$ cat src/rtl/aqp_hc_debounce.sv
// Hand controller debouncer: 2-flop synchronizer, prescaled sample tick and a
// per-bit run-length filter for both 8-bit controllers, with registered change strobes.
module aqp_hc_debounce #(
  parameter int unsigned TICK_DIV     = 2864,
  parameter int unsigned STABLE_TICKS = 4
) (
  input  logic       clk,
  input  logic       reset,
  input  logic       bypass,
  input  logic [7:0] hc1_raw,
  input  logic [7:0] hc2_raw,
  output logic [7:0] hc1_in,
  output logic [7:0] hc2_in,
  output logic       hc1_changed,
  output logic       hc2_changed
);

  localparam int unsigned PW = $clog2(TICK_DIV);
  localparam int unsigned CW = $clog2(STABLE_TICKS + 1);
  localparam logic [PW-1:0] PRE_LAST = PW'(TICK_DIV - 1);
  localparam logic [CW-1:0] CNT_LAST = CW'(STABLE_TICKS - 1);

  // Bits [7:0] belong to controller 1, bits [15:8] to controller 2.
  logic [15:0]   sync1;
  logic [15:0]   sync2;
  logic [15:0]   out_q;
  logic [15:0]   out_d;
  logic [PW-1:0] pre;
  logic          tick;
  logic [CW-1:0] cnt_q [16];
  logic [CW-1:0] cnt_d [16];

  assign tick = (pre == PRE_LAST);

  always_comb begin
    out_d = out_q;
    for (int unsigned i = 0; i < 16; i++) begin
      cnt_d[i] = cnt_q[i];
      if (bypass) begin
        out_d[i] = sync2[i];
        cnt_d[i] = '0;
      end else if (tick) begin
        if (sync2[i] == out_q[i]) begin
          cnt_d[i] = '0;
        end else if (cnt_q[i] == CNT_LAST) begin
          out_d[i] = sync2[i];
          cnt_d[i] = '0;
        end else begin
          cnt_d[i] = cnt_q[i] + 1'b1;
        end
      end
    end
  end

  // Strobes compare next against current so they rise with the new output value.
  always_ff @(posedge clk) begin
    if (reset) begin
      sync1       <= '1;
      sync2       <= '1;
      pre         <= '0;
      out_q       <= '1;
      hc1_changed <= 1'b0;
      hc2_changed <= 1'b0;
      for (int unsigned i = 0; i < 16; i++) begin
        cnt_q[i] <= '0;
      end
    end else begin
      sync1       <= {hc2_raw, hc1_raw};
      sync2       <= sync1;
      pre         <= tick ? '0 : pre + 1'b1;
      out_q       <= out_d;
      hc1_changed <= (out_d[7:0]  != out_q[7:0]);
      hc2_changed <= (out_d[15:8] != out_q[15:8]);
      cnt_q       <= cnt_d;
    end
  end

  assign hc1_in = out_q[7:0];
  assign hc2_in = out_q[15:8];

endmodule
$ cat config.mk
export PLATFORM = sky130hd
export DESIGN_NAME = aqp_hc_debounce
export DESIGN_NICKNAME = d
export VERILOG_FILES = /design/src/rtl/aqp_hc_debounce.sv
export SDC_FILE = /design/constraint.sdc
export NUM_CORES = 1
export LEC_CHECK = 0
export CAP_MARGIN = 20
export CORE_AREA = 3 3 100 93
export CTS_BUF_LIST = sky130_fd_sc_hd__clkbuf_2 sky130_fd_sc_hd__clkbuf_4 sky130_fd_sc_hd__clkbuf_8
export CTS_CLUSTER_DIAMETER = 30
export DETAILED_ROUTE_END_ITERATION = 6
export DIE_AREA = 0 0 103 96
export PLACE_DENSITY = 0.8
export SYNTH_ARGS = -nofsm -noshare
export SYNTH_HDL_FRONTEND = slang
export SYNTH_SLANG_ARGS = --single-unit
export TNS_END_PERCENT = 1
$ cat constraint.sdc
create_clock -name clk -period 2.2 [get_ports clk]
set_clock_uncertainty 0.2 [all_clocks]
set_input_delay 0.22 -clock clk [delete_from_list [all_inputs] [get_ports clk]]
set_output_delay 0.22 -clock clk [all_outputs]
set_load 0.02 [all_outputs]
# Word level (Yosys, flattened, before mapping)
# Cells that the tools add are included.
# totals
reg_bits	110
in_bits	19
out_inout_bits	18
word_cells	172
# op_classes
addsub	17
n_eq_ne	35
mux	96
reduce_logical	2
# op_table
op	n
2-to-1 mux 3 bit	32
2-to-1 mux 1 bit	64
adder 3 x 1 -> 3 bit, second input constant	16
equality test 3 x 2 -> 1 bit, second input constant	16
equality test 1 bit	16
inequality test 8 bit	2
adder 12 x 1 -> 12 bit, second input constant	1
equality test 12 bit, second input constant	1
OR reduction 2 bit	2

# Depth between registers and ports, before layout
# logic_depth
depth_word	6
depth_mapped	7

# Worst setup path after synthesis
# Ideal clock, no wire load.
# synth_timing
kind	reg-to-reg
from	reg pre[0]
to	reg cnt_q[11] (netlist name)
setup_time_ns	0.116
t_arrival_ns	1.536
required_time_ns	1.884
path_slack_ns	0.348
path_stages_with_launch	7
n_path_buf	2
synth_period_minus_slack_ns	1.852
path_cell_list	dfxtp_1 ha_1 nand4_1 or3_1 buf_6 buf_6 o211a_1
# synth_between
elab_chain_len	1
# synth_rtl
element	line_no	source
start: declaration	28	logic [PW-1:0] pre;
start signal: assignment	70	pre <= tick ? '0 : pre + 1'b1;
equality test 12 bit	33	assign tick = (pre == PRE_LAST);
end signal: assignment	74	cnt_q <= cnt_d;
end: declaration	30	logic [CW-1:0] cnt_q [16];
# No other way between the ends.
# A chain may end at the register's enable or synchronous reset.

# Worst setup path after layout
# layout_timing
from	reg pre[0]
to	reg hc2_changed
# layout_between
elab_chain_len	4
elab_cells_between_ends	18
classes_between	eq/ne: 2; mux: 16
# layout_rtl
element	line_no	source
equality test 12 bit *	33	
2-to-1 mux 1 bit	42	end else if (tick) begin
2-to-1 mux 1 bit	39	if (bypass) begin
inequality test 8 bit *	73	hc2_changed <= (out_d[15:8] != out_q[15:8]);
end signal: assignment	73	
end: declaration	15	output logic hc2_changed
# Every way passes the cells marked *; elsewhere a longest branch is shown, timed or not.

==> impl_results.md <==
* CP top delay family: simple AND/OR/NAND/NOR gates
* Pint at 2.724 mW
* Area grow syn2layout at 14.94%
* Number of buffers and inverters on the critical path at 1
* DIE WIDTH at 103 µm
* Combinational cell fraction of total power at 6.5%
* Post-Synthesis Cells at 504
* Ant. Diodes at 0
* Critical path class: register to register
* IO Count at 37
* Switching pwr at 912.6 µW
* Max Fanout on Critical Path at 46
* EDFF count, synth at 0
* Max-slew headroom at 56.17%
* Hold Startpoint: reset
* PD cells at 698.5 nW/µm²
* DRC at 0
* CTS tree: yes
* Per-cell routed wire length at 13.70 µm
* Syn nets at 540
* Crit path from: pre[0]
* Max-cap viol count at 0
* Endpoint class of the critical path: register
* Instance count on the critical path at 6
* Root Buffer: clkbuf_8
* Clk pwr share at 36.9%
* Drt first pass iters at 5
* Worst hold path class: input pin to register
* DP HPWL at 5964 µm
* Vias in the first global route at 3319
* Status: completed
* Ys flop type: dfxtp_1
* Crit path time final at 2.062 ns
* Number of CTS-inserted buffers at 9
* Worst Hold Depth at 3
* Sink Count at 110
* Vert. Die Dim at 96 µm
* Longest Clk Path Bufs at 2
* Core area at 8408 µm²
* Register area share after synthesis at 48.62%
* First-pass GRT wire length at 14720 µm
* Synth Register Bits at 110
* Post-synth top area cell: dfxtp_1
* Cts repair resizes at 0
* Pre-CTS WS at 0.1711 ns
* Leak pwr at 2.123 nW
* Post-CTS setup buffer count at 0
* Top-count cell post-synth: dfxtp_1
* Sequential Power Share at 56.6%
* CP Launch Type: register
* Crit-path cells: ha_1 -> nand4_1 -> or3_1 -> buf_12 -> a21oi_2 -> o31a_1
* Post-Route WL at 8712 µm
* Final WS setup at 0.1383 ns
* Hold Fails Final Rpt at 0
* Maximum vdd ir drop at 0.5390 mV
* Synth warn at 0
* Initial antenna violation count at 0
* Placement row count at 32
* Largest cells by area after synthesis: dfxtp_1 (49%), a21oi_1 (6.1%), nor2_1 (6.0%)
* Worst path arrival time at 2.19 ns
* Gr ovfl total at 0
* Unrepaired setup endpoints after global routing: false
* Ys async rst share at 0%
* Worst slew pin tran at 0.6575 ns
* Cell variety after synth at 33
* Syn Area/Cell at 8.987 µm²
* Net Sw Frac at 25.09%
* Drt via density at 5.489
* F_max at 485.0 MHz
* Final nets at 565
* Skew-Pair Late Insertion Delay at 0.38 ns
* Proportion of layout cells with a drive suffix above 1 at 11.42%
* GRT Total Usage at 18.74%
* Final period utilization at 93.71%
* R2r worst-path depth at 6
* Antenna Nets Post-Route at 0
* Die Area at 9888 µm²
* Vias at 3491
* Count of input and output buffers at 36
* R2r startpoint: pre[0]
* Final setup violation count at 0
* DRT iter0 DRCs at 132
* Mapped Area at 4529 µm²
* Setup tns final at 0 ns
* Req. time, crit path at 2.33 ns
* Most frequent cells after synthesis: dfxtp_1 (110), nor2_1 (73), a21oi_1 (55)
* Min Hold Slack at 0.009550 ns
* CTS H-tree lvls at 3
* Clock transition at path regs at 0.11 ns
* Routability cong. at 0.7710
* Initial core utilization at 53.87%
* Top-area cell type share of the netlist area at 48.62%
* Max Slew Vio Count at 0
* Hold-fix buffers at CTS at 0
* CP max stage cell: or3_1
* Largest net degree at the start of global routing at 61
* Delay of the slowest cell on the worst path at 0.45 ns
-- per-stage QoR --
step	area [µm²]	utilization [%]	instances	total power, mW
2_1_floorplan	4529	-	504	2.249
3_3_place_gp	4975	59.17	620	2.334
3_5_place_dp	4975	59.17	620	2.342
4_1_cts	5206	61.92	636	3.672
5_1_grt	5206	61.92	636	3.772
6_report	5206	61.92	636	3.637
-- cell families (layout without fill, tap and decap cells) --
| kind of cell | count (synthesis) | after routing | synth area share (%) |
|---|---|---|---|
| AO/OA/AOI/OAI | 81 | 81 | 10.75 |
| flip-flops | 110 | 110 | 48.62 |
| XOR/XNOR | 24 | 24 | 4.641 |
| multiplexers | 16 | 16 | 3.536 |
| buffers and inverters | 30 | 60 | 3.039 |
| AND/OR/NAND/NOR | 226 | 226 | 24.72 |
| adder cells (fa/ha/maj) | 17 | 17 | 4.696 |
-- path summary, 6_finish.rpt --
kind	slack [ns]	end
hold reg to reg	0.22	sync2[7]
hold / removal	0.01	cnt_q[20]
setup / recovery	0.14	hc2_changed
setup reg to reg	0.14	hc2_changed
-- placed cells by master (no fill, tap or decap), types with 3 or more instances in the layout --
cell,count
dfxtp_1,110
nor2_1,73
a21oi_1,55
nand2_1,39
or2_2,35
clkdlybuf4s50_1,35
nand3_1,28
ha_1,17
nor2b_1,16
mux2i_1,16
xor2_1,12
xnor2_1,12
o211a_1,11
nand3b_1,11
clkbuf_8,9
nor3_1,6
nand2b_1,5
o21ai_0,5
o22ai_1,4
inv_8,4
buf_4,4
nand4_1,3
and4_1,3
buf_12,3
-- worst register-to-register path, cell delays in order (launching register included) --
cell,delay (ns)
dfxtp_1,0.38
ha_1,0.23
nand4_1,0.18
or3_1,0.45
buf_12,0.20
a21oi_2,0.21
o31a_1,0.15
-- state kept, by name, summed over array words and instances (netlist names) --
name,count
hc1_changed,1
out_q,16
sync1,16
cnt_q,48
sync2,16
pre,12
hc2_changed,1
-- per-layer routing --
| layer | share of wire (%) | GRT usage [%] | routed length (µm) | vias up |
|---|---|---|---|---|
| met4 | 1.3 | 5.825 | 109 | 0 |
| met1 | 46 | 24.35 | 4011 | 1669 |
| li1 | - | - | - | 1747 |
| met2 | 49 | 31.41 | 4282 | 65 |
| met5 | 0 | 0 | 0 | - |
| met3 | 3.5 | 3.768 | 309 | 10 |
-- power groups by stage --
stage	combinational (mW)	sequential (mW)	clock, mW
2_1_floorplan	0.140	2.11	0
6_report	0.238	2.06	1.34
3_5_place_dp	0.239	2.10	0
5_1_grt	0.265	2.06	1.45
3_3_place_gp	0.234	2.10	0
4_1_cts	0.240	2.06	1.37
-- layout make-up --
| cell class | instances | area, µm² |
|---|---|---|
| fillers | 686 | 3202 |
| flip-flops and latches | 110 | 2202 |
| multi-input cells | 364 | 2196 |
| repair buffers | 43 | 445.4 |
| well taps | 102 | 127.6 |
| clock buffers | 9 | 123.9 |
| clock inverters | 7 | 107.6 |
| inverters | 1 | 3.754 |
(Power assumes the default switching activity.)
